==> config.mk <==
export PLATFORM = sky130hd
export DESIGN_NAME = fft_frame_loader
export DESIGN_NICKNAME = d
export VERILOG_FILES = /design/src/rtl/fft_frame_loader.sv
export SDC_FILE = /design/constraint.sdc
export NUM_CORES = 1
export LEC_CHECK = 0
export CAP_MARGIN = 10
export CORE_AREA = 2 2 233 235
export CTS_CLUSTER_DIAMETER = 150
export DETAILED_ROUTE_END_ITERATION = 6
export DIE_AREA = 0 0 235 237
export HOLD_SLACK_MARGIN = 0.1
export PLACE_DENSITY_LB_ADDON = 0.05
export SETUP_SLACK_MARGIN = 0.3
export SLEW_MARGIN = 20
export SYNTH_ARGS = -nofsm -noshare
export SYNTH_HDL_FRONTEND = slang
export SYNTH_SLANG_ARGS = --single-unit
==> constraint.sdc <==
create_clock -name clk -period 1.93 [get_ports clk]
set_input_delay 0.386 -clock clk [delete_from_list [all_inputs] [get_ports clk]]
set_output_delay 0.386 -clock clk [all_outputs]
set_load 0.02 [all_outputs]
==> src/rtl/fft_frame_loader.sv <==
`default_nettype none
// ============================================================================
// fft_frame_loader : assembles 8 streamed complex samples into one fft core frame
// Revision 1.0
// ============================================================================
module fft_frame_loader #(
   parameter int DW          = 32,
   parameter int STR_LEN     = 1,
   parameter int TIMEOUT_CYC = 4095
) (
   input  logic          clk,
   input  logic          rst_n,
   input  logic          in_valid,
   output logic          in_ready,
   input  logic [DW-1:0] in_real,
   input  logic [DW-1:0] in_imag,
   input  logic          in_last,
   input  logic          in_mode,
   output logic [DW-1:0] real_x0,
   output logic [DW-1:0] real_x1,
   output logic [DW-1:0] real_x2,
   output logic [DW-1:0] real_x3,
   output logic [DW-1:0] real_x4,
   output logic [DW-1:0] real_x5,
   output logic [DW-1:0] real_x6,
   output logic [DW-1:0] real_x7,
   output logic [DW-1:0] imag_x0,
   output logic [DW-1:0] imag_x1,
   output logic [DW-1:0] imag_x2,
   output logic [DW-1:0] imag_x3,
   output logic [DW-1:0] imag_x4,
   output logic [DW-1:0] imag_x5,
   output logic [DW-1:0] imag_x6,
   output logic [DW-1:0] imag_x7,
   output logic          switch,
   output logic          str_sig,
   input  logic          done_sig,
   input  logic          error,
   output logic          frame_err,
   output logic          timeout,
   output logic          core_err,
   output logic [15:0]   frame_cnt
);

   localparam logic [11:0] C_STR_LAST = 12'(STR_LEN - 1);
   localparam logic [11:0] C_TIMEOUT  = 12'(TIMEOUT_CYC);

   typedef enum logic [1:0] {
      S_FILL      = 2'd0,
      S_START     = 2'd1,
      S_WAIT_DONE = 2'd2,
      S_DRAIN     = 2'd3
   } state_t;

   state_t        r_state;
   state_t        w_state_nxt;
   logic [2:0]    r_idx;
   logic [11:0]   r_cnt;
   logic          r_pend_mode;
   logic [DW-1:0] r_re [8];
   logic [DW-1:0] r_im [8];
   logic          w_xfer;
   logic          w_good_last;
   logic          w_bad;
   logic          w_done_hit;

   always_ff @(posedge clk or negedge rst_n) begin
      if (!rst_n) r_state <= S_FILL;
      else        r_state <= w_state_nxt;
   end

   always_comb begin
      w_state_nxt = r_state;
      in_ready    = 1'b0;
      str_sig     = 1'b0;
      timeout     = 1'b0;
      w_xfer      = 1'b0;
      w_good_last = 1'b0;
      w_bad       = 1'b0;
      w_done_hit  = 1'b0;
      case (r_state)
         S_FILL: begin
            in_ready = 1'b1;
            if (in_valid) begin
               w_xfer = 1'b1;
               if (r_idx == 3'd7) begin
                  if (in_last) begin
                     w_good_last = 1'b1;
                     w_state_nxt = S_START;
                  end else begin
                     w_bad = 1'b1;
                  end
               end else if (in_last) begin
                  w_bad = 1'b1;
               end
            end
         end
         S_START: begin
            str_sig = 1'b1;
            if (r_cnt == C_STR_LAST) w_state_nxt = S_WAIT_DONE;
         end
         S_WAIT_DONE: begin
            // done_sig wins over a timeout landing in the same cycle
            if (done_sig) begin
               w_done_hit  = 1'b1;
               w_state_nxt = S_DRAIN;
            end else if (r_cnt == C_TIMEOUT) begin
               timeout     = 1'b1;
               w_state_nxt = S_FILL;
            end
         end
         S_DRAIN: begin
            if (!done_sig) w_state_nxt = S_FILL;
         end
         default: w_state_nxt = S_FILL;
      endcase
   end

   always_ff @(posedge clk or negedge rst_n) begin
      if (!rst_n) begin
         r_idx       <= 3'd0;
         r_cnt       <= 12'd0;
         r_pend_mode <= 1'b1;
         switch      <= 1'b1;
         frame_err   <= 1'b0;
         core_err    <= 1'b0;
         frame_cnt   <= 16'd0;
         for (int i = 0; i < 8; i++) begin
            r_re[i] <= '0;
            r_im[i] <= '0;
         end
      end else begin
         frame_err <= w_bad;
         // Counter restarts on every state change, so START and WAIT_DONE each count from 0
         if (w_state_nxt != r_state)
            r_cnt <= 12'd0;
         else if (r_state == S_START || r_state == S_WAIT_DONE)
            r_cnt <= r_cnt + 12'd1;
         if (w_xfer) begin
            r_re[r_idx] <= in_real;
            r_im[r_idx] <= in_imag;
            if (r_idx == 3'd0) r_pend_mode <= in_mode;
            r_idx <= (w_bad || w_good_last) ? 3'd0 : r_idx + 3'd1;
         end
         if (w_good_last) switch <= r_pend_mode;
         if (w_done_hit) begin
            core_err  <= core_err | error;
            frame_cnt <= frame_cnt + 16'd1;
         end
      end
   end

   assign real_x0 = r_re[0];
   assign real_x1 = r_re[1];
   assign real_x2 = r_re[2];
   assign real_x3 = r_re[3];
   assign real_x4 = r_re[4];
   assign real_x5 = r_re[5];
   assign real_x6 = r_re[6];
   assign real_x7 = r_re[7];
   assign imag_x0 = r_im[0];
   assign imag_x1 = r_im[1];
   assign imag_x2 = r_im[2];
   assign imag_x3 = r_im[3];
   assign imag_x4 = r_im[4];
   assign imag_x5 = r_im[5];
   assign imag_x6 = r_im[6];
   assign imag_x7 = r_im[7];

endmodule
`default_nettype wire

# Word-level counts from Yosys, hierarchy flattened
# Cells that the tools add are included.
# op_classes
addsub	3
order_cmp	2
eq_ne	6
muxes	32
bitwise	2
n_reduce_logical	8
# op_table
cell	count
256-bit bitwise mux	2
32-bit demux with 3-bit select	1
32-bit two-way mux	1
12-bit two-way mux	2
1-bit two-way mux	17
16-bit by 1-bit adder with 16-bit output, second input constant	1
2-bit two-way mux	7
12-bit by 1-bit adder with 12-bit output, second input constant	1
12-bit equality test, second input constant	1
12-bit logical NOT	1
2-bit case mux with 4 select lines	1
2-bit equality test, second input constant	2
4-bit >= comparator, second input constant	1
4-bit by 1-bit less-than comparator with 1-bit output, second input constant	1
3-bit inverter with 4-bit output	1
3-bit by 1-bit adder with 3-bit output, second input constant	1
3-bit equality test, second input constant	1
3-bit logical NOT	1
3-bit two-way mux	1
2-bit by 1-bit equality test with 1-bit output, second input constant	1
2-bit logical NOT	1
1-bit logical OR	2
2-bit != test	1
2-bit AND reduction	1
3 further kinds	3
# totals
reg_bits	549
in_bits	71
out_inout_bits	534
wordCells	77

# Depth between registers and ports, before layout
# depth
depth_word	6
mapped_depth	8
ltp_nobuf	6

# Worst setup path after synthesis
# Ideal clock, no wire load.
# synth_timing
path_type	reg2reg
start	reg r_state[1]
end	reg r_im (netlist bit imag_x3[26])
setup_time_ps	125
t_arrival_ps	2060
t_required_ps	1805
slack_ps	-255
stages_incl_launch_ff	7
path_buffers	1
period_less_slack_ps	2185
cell_sequence	dfrtp_1 -> inv_1 -> ha_1 -> nand2_2 -> nor3_4 -> buf_6 -> mux2_2
# synth_via
elab_chain_len	2
# synth_lines
element	line_no	rtl
start: declaration	55	state_t r_state;
start signal: assignment	69	else r_state <= w_state_nxt;
2-bit logical NOT	81	case (r_state)
1-bit two-way mux	81	
end signal: indexed assignment	141	r_im[r_idx] <= in_imag;
end: declaration	61	logic [DW-1:0] r_im [8];
# Every way passes these cells.
# A chain may end at the register's enable or synchronous reset.

# Final worst setup path
# layout_timing
start	reg r_cnt[0]
end	out timeout
# layout_via
elab_chain_len	4
# layout_lines
element	line_no	rtl
start: declaration	58	logic [11:0] r_cnt;
start signal: assignment	138	r_cnt <= r_cnt + 12'd1;
12-bit equality test	107	end else if (r_cnt == C_TIMEOUT) begin
1-bit two-way mux	107	
1-bit two-way mux	104	if (done_sig) begin
1-bit two-way mux	81	
end: declaration	40	output logic timeout,
# Every way passes these cells.

==> impl_metrics.tcl <==
set metrics [dict create \
    status "finished, violations left" \
    failing_checks "setup timing" \
    htree_num_levels 2 \
    critical_path.reg2reg.endpoint "imag_x4[23]" \
    asyncSetResetFlopFracSynth 1.00 \
    worstSetupPathType "reg -> out" \
    report.final.slew_viol_count 0 \
    postSynthRegisterBits 549 \
    vias 14600 \
    yosys_most_used_dff "dfrtp_1" \
    timing.hold.ws_ns 0.240 \
    numClockSinks 549 \
    grt_pass1_vias 14600 \
    placement_rows 85 \
    synthesis.nets 1354 \
    synth-edff-count 0 \
    max_clock_freq_ghz 0.473 \
    cts-buffers-inserted 59 \
    drv_cap 0 \
    synth-seq-area-share 0.641 \
    die-height_um 237 \
    leakage_uw 0.0165 \
    combinationalPowerShare 0.466 \
    overall_die_area_sq_um 55700 \
    clock_tree_from_tritoncts "done" \
    first_pass_iters 4 \
    timing.final.setup_violations 369 \
    ys_warn_count 0 \
    clkPwrFrac 0.202 \
    die_w_um 235 \
    seqPwrFrac 0.331 \
    worst_slew_pin_tran_ns 0.599 \
    crit_required_ns 1.54 \
    place.detailed.hpwl_um 48200 \
    wl_um 80000 \
    rrSetupSlack_ns -0.18 \
    avgRoutedWirePerCell_um 28.1 \
    power.net_switching_uw 21500 \
    total_power_uw 57000 \
    ratio_of_total_power_to_cell_area_nw_per_um2 1760 \
    worst_setup_path_start_kind "register" \
    grt_first_pass_wirelength_um 103000 \
    maximum_fanout_along_the_worst_path 2 \
    worst_hold_path_type "in -> async" \
    final.setup.worst_slack_ns -0.186 \
    clock_tree.buffer_depth 3 \
    swShare 0.377 \
    timing.max_slew.rel_slack 0.597 \
    initial_core_util 0.402 \
    routability_congestion 0.807 \
    coreArea_sq_um 53300 \
    gr-usage-all-layers 0.247 \
    placement.io_buffers 604 \
    cell_internal_pwr_uw 35500 \
    vdd.ir_drop.worst_uv 1030 \
    crit_arrival_ns 1.73 \
    share_of_final_layout_standard_cells_stronger_than_drive_strength_1 0.661 \
    period_minus_slack_ns 2.12 \
    ant_nets 0 \
    ios 605 \
    root_buffer "clkbuf_16" \
    grt_max_degree 49 \
    areaGrowthSynthToFinish_pct 51.0 \
    number_of_antenna_violations_at_the_first_check_in_global_routing 3 \
    post_drt_via_cell_ratio 5.12 \
    skew_pair_late_insertion_delay_ns 0.62 \
    drtIter0Drc 734 \
    post_route_clock_skew_ns 0.0255 \
    critPathCaptureType "primary output" \
    final_nets 2184 \
    timing_hold_violations_final 0 \
    number_of_unique_standard_cell_types_used_by_synthesis 46 \
    rr_worst_depth 7 \
    post_synth.cell_area_avg_sq_um 16.9 \
    clk_pin_slew_worst_paths_ns 0.06 \
    drc_errors 0 \
    globalRouteOverflowTotal 0 \
    netlist_instances 1272 \
    worst_r2r_src "r_state[1]" \
    rsz_0062_raised_after_global_routing "yes" \
    layout_worst_path_cycle_share 1.10 \
    synth_area_sq_um 21400 \
]
timing repair:
action                                  in CTS  in global routing
hold buffers                                 1                  0
pin swaps                                   12                 35
hold endpoints to repair                   339                  0
endpoints found under the setup margin    1070                550
setup buffers                               27                 28
resized for setup                         2406                394
gates cloned                                10                 42
placed cells by master (no fill, tap or decap), types with 9 or more instances in the layout:
master	count
xnor2_1	15
clkdlybuf4s50_1	69
clkbuf_8	15
nor3_2	10
nand2_1	14
mux2_4	444
clkbuf_16	95
mux2_2	67
buf_2	524
buf_6	38
nor3_4	9
xor2_1	10
buf_16	14
nand3_1	11
clkbuf_1	12
clkinv_2	12
dfrtp_1	545
buf_12	59
buf_4	75
cell families after synthesis:
logic type / count (synthesis) / synth area share
simple gates: 91 / 0.0282
fa+ha+maj: 11 / 0.00642
mux: 517 / 0.282
buf+inv: 64 / 0.0255
flops: 549 / 0.641
xor+xnor: 26 / 0.0106
compound gates: 14 / 0.00613
synth_stat cells (2+ instances only):
| master | instances | area share |
|---|---|---|
| dfrtp_1 | 547 | 0.64 |
| mux2_2 | 434 | 0.23 |
| mux2_4 | 60 | 0.042 |
| buf_6 | 38 | 0.020 |
| mux2_1 | 22 | 0.012 |
| xnor2_1 | 16 | 0.0065 |
| nand2_1 | 15 | 0.0026 |
| buf_2 | 14 | 0.0033 |
| nand3_1 | 13 | 0.0030 |
| ha_1 | 11 | 0.0064 |
| inv_1 | 11 | 0.0019 |
| nor3_2 | 10 | 0.0047 |
| xor2_1 | 10 | 0.0041 |
| nor2_1 | 9 | 0.0016 |
| nor3_1 | 8 | 0.0019 |
| and3_1 | 7 | 0.0020 |
| nand4_1 | 4 | 0.0012 |
| or3_1 | 4 | 0.0012 |
| a21o_1 | 3 | 0.0011 |
| nor2_2 | 3 | 0.00088 |
| nor3_4 | 3 | 0.0023 |
| a22o_1 | 2 | 0.00082 |
| dfstp_2 | 2 | 0.0025 |
| nor2b_1 | 2 | 0.00058 |
| nor4_1 | 2 | 0.00058 |
| o2bb2ai_1 | 2 | 0.00082 |
critical path, cell delays in order (launching register included):
cell	delay [ns]
dfrtp_1	0.41
ha_4	0.19
and3b_2	0.21
nand4_4	0.07
nor2_1	0.10
buf_4	0.15
flip-flops by register name (all words and copies together) (netlist names):
register / flops
imag_x1: 32
imag_x2: 32
real_x5: 32
imag_x5: 32
r_state: 2
real_x1: 32
imag_x7: 32
real_x3: 32
switch: 1
imag_x3: 32
real_x4: 32
core_err: 1
real_x0: 32
real_x2: 32
imag_x4: 32
imag_x0: 32
real_x7: 32
r_cnt: 12
r_pend_mode: 1
frame_err: 1
r_idx: 3
real_x6: 32
imag_x6: 32
frame_cnt: 16
power by group through the flow:
stage	sequential, uW	clock, uW	combinational [uW]
CTS	18700	11700	23600
floorplan	24400	0	7760
global placement	18800	0	26900
finish	18900	11500	26600
detailed placement	19000	0	27000
global route	19400	12300	27700
through the flow:
stage	cell area [sq um]	util	setup TNS (ns)	cells	worst slack, ns
after CTS	29700	0.557	-7.47	2775	-0.223
final	32400	0.608	-22.87	2847	-0.186
after global placement	29500	0.553	-115.39	2629	-0.366
after global routing	32400	0.608	-49.33	2846	-0.247
after floorplan	21700	-	0	1272	0.00411
after detailed placement	29500	0.553	-123.85	2629	-0.337
how the worst max path moves through the flow:
stage	start	end	slack [ns]
finish	r_cnt[0]	timeout	-0.19
global route	r_cnt[0]	timeout	-0.25
CTS	r_cnt[1]	timeout	-0.22
detailed placement	done_sig	timeout	-0.34
global placement	done_sig	timeout	-0.37
floorplan	r_state[1]	imag_x4[10]	0.004
per-layer routing:
| layer | GRT usage | part of all wire | wire length (um) | vias to the layer above |
|---|---|---|---|---|
| li1 | - | - | - | 6181 |
| met1 | 0.314 | 0.43 | 34000 | 7735 |
| met2 | 0.396 | 0.47 | 37300 | 508 |
| met3 | 0.0769 | 0.070 | 5630 | 144 |
| met4 | 0.0970 | 0.039 | 3100 | 2 |
| met5 | 0 | 0.00016 | 13 | - |
area by class of cell:
type	instances	area, sq um
fill	4206	20900
sequential	549	13700
multi-input combinational	659	8870
timing repair buffer	822	6850
clock buffer	87	1750
tap	696	871
clock inverter	21	230
inverter	11	46.3
antenna	2	5.00
No activity file was read; power rests on OpenSTA's default activity.
